--- src/rtl/sbox_sched.sv ---
// Shared 4-lane AES forward S-box scheduler: arbitrates a 128-bit state SubBytes
// port and a 32-bit key-schedule SubWord port onto one 32-bit substitution bank.
module sbox_sched (
  input  logic         clk,
  input  logic         rst_n,
  input  logic         s_req,
  input  logic [127:0] s_data,
  output logic         s_ack,
  output logic         s_valid,
  output logic [127:0] s_result,
  input  logic         k_req,
  input  logic [31:0]  k_data,
  output logic         k_ack,
  output logic         k_valid,
  output logic [31:0]  k_result,
  output logic         busy
);

  typedef enum logic [1:0] {IDLE, SUB_S, SUB_K} state_t;

  state_t       state_q, state_d;
  logic [1:0]   beat_q, beat_d;
  logic         last_k_q, last_k_d;
  logic [127:0] op_q, op_d;
  logic [95:0]  acc_q, acc_d;
  logic [127:0] s_result_q, s_result_d;
  logic [31:0]  k_result_q, k_result_d;
  logic         s_ack_q, s_ack_d, k_ack_q, k_ack_d;
  logic         s_valid_q, s_valid_d, k_valid_q, k_valid_d;
  logic [31:0]  lane_in, lane_out;
  logic         grant_s, grant_k;

  function automatic logic [7:0] gmul(input logic [7:0] a, input logic [7:0] b);
    logic [7:0] p, x;
    p = 8'h00;
    x = a;
    for (int i = 0; i < 8; i++) begin
      if (b[i]) p = p ^ x;
      x = {x[6:0], 1'b0} ^ (x[7] ? 8'h1b : 8'h00);
    end
    return p;
  endfunction

  // Multiplicative inverse as x^254 (maps 0 to 0), followed by the AES affine transform.
  function automatic logic [7:0] sbox(input logic [7:0] x);
    logic [7:0] sq, inv;
    sq  = x;
    inv = 8'h01;
    for (int k = 1; k < 8; k++) begin
      sq  = gmul(sq, sq);
      inv = gmul(inv, sq);
    end
    return inv ^ {inv[6:0], inv[7]} ^ {inv[5:0], inv[7:6]} ^
           {inv[4:0], inv[7:5]} ^ {inv[3:0], inv[7:4]} ^ 8'h63;
  endfunction

  always_comb begin
    lane_in = op_q[31:0];
    if (state_q == SUB_S) begin
      case (beat_q)
        2'd1:    lane_in = op_q[63:32];
        2'd2:    lane_in = op_q[95:64];
        2'd3:    lane_in = op_q[127:96];
        default: lane_in = op_q[31:0];
      endcase
    end
    for (int i = 0; i < 4; i++) lane_out[8*i +: 8] = sbox(lane_in[8*i +: 8]);
  end

  // On contention the port that did not win last time goes first.
  assign grant_k = k_req && (!s_req || !last_k_q);
  assign grant_s = s_req && !grant_k;

  always_comb begin
    state_d    = state_q;
    beat_d     = beat_q;
    last_k_d   = last_k_q;
    op_d       = op_q;
    acc_d      = acc_q;
    s_result_d = s_result_q;
    k_result_d = k_result_q;
    s_ack_d    = 1'b0;
    k_ack_d    = 1'b0;
    s_valid_d  = 1'b0;
    k_valid_d  = 1'b0;
    case (state_q)
      IDLE: begin
        if (grant_k) begin
          op_d     = {96'h0, k_data};
          last_k_d = 1'b1;
          k_ack_d  = 1'b1;
          state_d  = SUB_K;
        end else if (grant_s) begin
          op_d     = s_data;
          last_k_d = 1'b0;
          s_ack_d  = 1'b1;
          beat_d   = 2'd0;
          state_d  = SUB_S;
        end
      end
      SUB_S: begin
        beat_d = beat_q + 2'd1;
        case (beat_q)
          2'd0: acc_d[31:0]  = lane_out;
          2'd1: acc_d[63:32] = lane_out;
          2'd2: acc_d[95:64] = lane_out;
          default: begin
            // Whole state lands at once so no partial result is ever visible.
            s_result_d = {lane_out, acc_q};
            s_valid_d  = 1'b1;
            state_d    = IDLE;
          end
        endcase
      end
      SUB_K: begin
        k_result_d = lane_out;
        k_valid_d  = 1'b1;
        state_d    = IDLE;
      end
      default: state_d = IDLE;
    endcase
  end

  always_ff @(posedge clk or negedge rst_n) begin
    if (!rst_n) begin
      state_q    <= IDLE;
      beat_q     <= 2'd0;
      last_k_q   <= 1'b0;
      op_q       <= '0;
      acc_q      <= '0;
      s_result_q <= '0;
      k_result_q <= '0;
      s_ack_q    <= 1'b0;
      k_ack_q    <= 1'b0;
      s_valid_q  <= 1'b0;
      k_valid_q  <= 1'b0;
    end else begin
      state_q    <= state_d;
      beat_q     <= beat_d;
      last_k_q   <= last_k_d;
      op_q       <= op_d;
      acc_q      <= acc_d;
      s_result_q <= s_result_d;
      k_result_q <= k_result_d;
      s_ack_q    <= s_ack_d;
      k_ack_q    <= k_ack_d;
      s_valid_q  <= s_valid_d;
      k_valid_q  <= k_valid_d;
    end
  end

  assign s_ack    = s_ack_q;
  assign k_ack    = k_ack_q;
  assign s_valid  = s_valid_q;
  assign k_valid  = k_valid_q;
  assign s_result = s_result_q;
  assign k_result = k_result_q;
  assign busy     = (state_q != IDLE);

endmodule
--- config.mk ---
export PLATFORM = sky130hd
export DESIGN_NAME = sbox_sched
export DESIGN_NICKNAME = d
export VERILOG_FILES = /design/src/rtl/sbox_sched.sv
export SDC_FILE = /design/constraint.sdc
export NUM_CORES = 2
export LEC_CHECK = 0
export CAP_MARGIN = 20
export CORE_MARGIN = 4
export CORE_UTILIZATION = 32
export CTS_CLUSTER_SIZE = 20
export DETAILED_ROUTE_END_ITERATION = 12
export PLACE_DENSITY_LB_ADDON = 0.1
export SLEW_MARGIN = 5
export SYNTH_ARGS = -nofsm -noshare
export SYNTH_HDL_FRONTEND = slang
export SYNTH_SLANG_ARGS = --single-unit
--- constraint.sdc ---
create_clock -name clk -period 21.9 [get_ports clk]
set_input_delay 6.57 -clock clk [delete_from_list [all_inputs] [get_ports clk]]
set_output_delay 6.57 -clock clk [all_outputs]
set_load 0.05 [all_outputs]
==> flow_summary.toml <==
[critical_path]
max_stage_delay_ns = 0.91
rr_worst_depth = 57
path_buf_inv = 6
worst_ep_required_time_ns = 22.41
critPathArrivalTime_ns = 21.18
critical_path.max_fanout = 21
cp_top_family = "XOR/XNOR gates"
worstSetupStartpointType = "flop"
critPathKind = "reg -> reg"
cp.depth = 57
end_kind = "flop"
crit_slowest_cell = "xnor3_1"

[cells_and_area]
finalNetCount = 9854
fin_util = 0.3596
drive_above_1_share = 0.1101
syn_to_final_growth_pct = 11.84

[drt]
ant_nets = 0
drtPass1Iterations = 8
vias = 69690
totalWireLength_mm = 263.8
vias_per_cell = 5.414
wire_per_inst_um = 20.49
drtIter0Drc = 5543
drc = 0

[timing]
fin_ws_ns = 1.230
slew_headroom = 0.2256
rsz0062_at_grt = "no"
hold_violations = 0
clock_skew_ns = 0.02262
worst_slew_pin_slew_ns = 1.162
timing.fmax_ghz = 0.04838
tns_ns = 0
slew_viol_final = 0
finalCriticalPeriod_ns = 20.67
setup_viol_count_final = 0
finalCritPeriodShare = 0.9438

[placement]
routabilityCongestion = 0.8616
dp_hpwl_mm = 192.8
pre_cts_slack_ns = 0.4238
io_buffers = 328

[grt]
grt_max_degree = 149
grt_pass1_wl_mm = 411.3
overflow = 0
track_usage = 0.2019
antenna_found_initial = 1
grt_pass1_vias = 66900

[clock_tree]
cts_max_level = 2
cts.path.max_buffers = 3
cts_sinks = 393
clock_latency_ns = 0.58
cts_buffers = 39
hold_buffers = 0
cts_tree = "yes"
clk_pin_slew_ns = 0.06
root_buffer = "clkbuf_16"

[yosys]
async_flop_share = 1.000
yosysUniqueCellTypes = 131
yosys_register_bits = 393
synth.top_cells.by_area = "xnor2_1, dfrtp_1, xnor3_1"
avgSynthCellArea_um2 = 8.034
seq_area_frac_synth = 0.1273
syn_inst = 9617
mappedNetlistArea_um2 = 77260
netlist_top_cells_count = "xnor2_1, nor2_1, nand2_1, xor2_1, o21ai_0"
synth_fp_nets = 9814
synth_edf_count = 0
yosys.area.top_type = "xnor2_1"
yosysMostFrequentCell = "xnor2_1"
synth_flop_cell = "dfrtp_1"
ys.warnings.count = 0
synth_top_cell_area_share = 0.1907

[die]
die-area_um2 = 249400
pin_count = 329
fp.dieH_um = 499.4
core_area_um2 = 240300
num_rows = 180
die_w_um = 499.4
initial_core_util = 0.3215

[job]
drv_cap = 0

[hold_path]
worstHoldPathType = "reg -> reg"
min_path_cells = 2

[run_status]
status = "finished clean"
[kinds of logic after synthesis]
family	after synthesis	share of synthesized area
and+or+nand+nor	3021	0.1721
buffers and inverters	838	0.04653
adders and majority gates	33	0.005344
DFF	393	0.1273
muxes	515	0.07228
AOI/OAI and AO/OA	2100	0.1803
xor gates and xnor gates	2717	0.3962
[state kept, by name (all words and copies together) (netlist names)]
signal    cells
k_result     32
s_valid       1
s_ack         1
beat_q        2
s_result    128
op_q        128
k_valid       1
last_k_q      1
acc_q        96
k_ack         1
state_q       2
[worst register-to-register path, delay by kind of cell, from the launching register on]
kind | cells | cell delay [ns]
buf+inv | 6 | 1.21
compound gates | 14 | 4.32
xor+xnor | 20 | 8.17
fa+ha+maj | 3 | 1.68
simple gates | 10 | 3.42
mux | 4 | 1.39
flops | 1 | 0.43
[layout by cell type, fill, tap and decap left out, types with 269 or more instances in the layout]
| cell type | instances |
|---|---|
| o21ai_0 | 474 |
| xor2_1 | 470 |
| buf_4 | 362 |
| mux2i_1 | 269 |
| dfrtp_1 | 393 |
| a21oi_1 | 445 |
| xnor2_1 | 1617 |
| nor2_1 | 1117 |
| nand2_1 | 987 |
| clkdlybuf4s50_1 | 327 |
| xnor3_1 | 303 |
[final cells by class]
type | count | area [um2]
multi-input cells | 8386 | 64550
inverters | 141 | 529.3
flip-flops and latches | 393 | 9834
diodes | 1 | 2.502
clock inverters | 14 | 249.0
fillers | 24840 | 153900
repair buffers | 696 | 6123
clock buffers | 55 | 1136
well taps | 3185 | 3985
[routing by layer]
layer | vias to the layer above | track usage | routed length [um]
met5 | - | 0 | 0
met2 | 1721 | 0.3299 | 119800
met4 | 0 | 0.02938 | 3350
li1 | 33580 | - | -
met1 | 34210 | 0.2998 | 130600
met3 | 181 | 0.008856 | 10050
[worst paths after layout]
check                                           start                  endpoint  slack (ns)
worst max-delay path            beat_q[0]$_DFFE_PN0P_  k_result[16]$_DFFE_PN0P_        1.23
worst min-delay path            acc_q[58]$_DFFE_PN0P_     acc_q[58]$_DFFE_PN0P_        0.47
worst max register to register  beat_q[0]$_DFFE_PN0P_  k_result[16]$_DFFE_PN0P_        1.23
worst min register to register  acc_q[58]$_DFFE_PN0P_     acc_q[58]$_DFFE_PN0P_        0.47
max in group asynchronous                       rst_n     acc_q[11]$_DFFE_PN0P_       12.91
min in group asynchronous                       rst_n      op_q[84]$_DFFE_PN0P_        6.03
[stage by stage]
stage | cell area (um2) | hold WS (ns) | std cells
floorplan | 77260 | 0.4444 | 9617
global placement | 84780 | 0.4566 | 12790
detailed placement | 84790 | 0.4651 | 12790
CTS | 86170 | 0.4823 | 12860
global route | 86410 | 0.4975 | 12870
finish | 86410 | 0.4740 | 12870
[timing repair]
action | in CTS | in global routing
setup endpoints to repair | 0 | 86
setup buffers | 0 | 5
gates resized for setup | 0 | 14
Power is left out: the tool's default activity adds up to more than one toggle a clock period on the data nets, which glitch-free logic cannot reach.
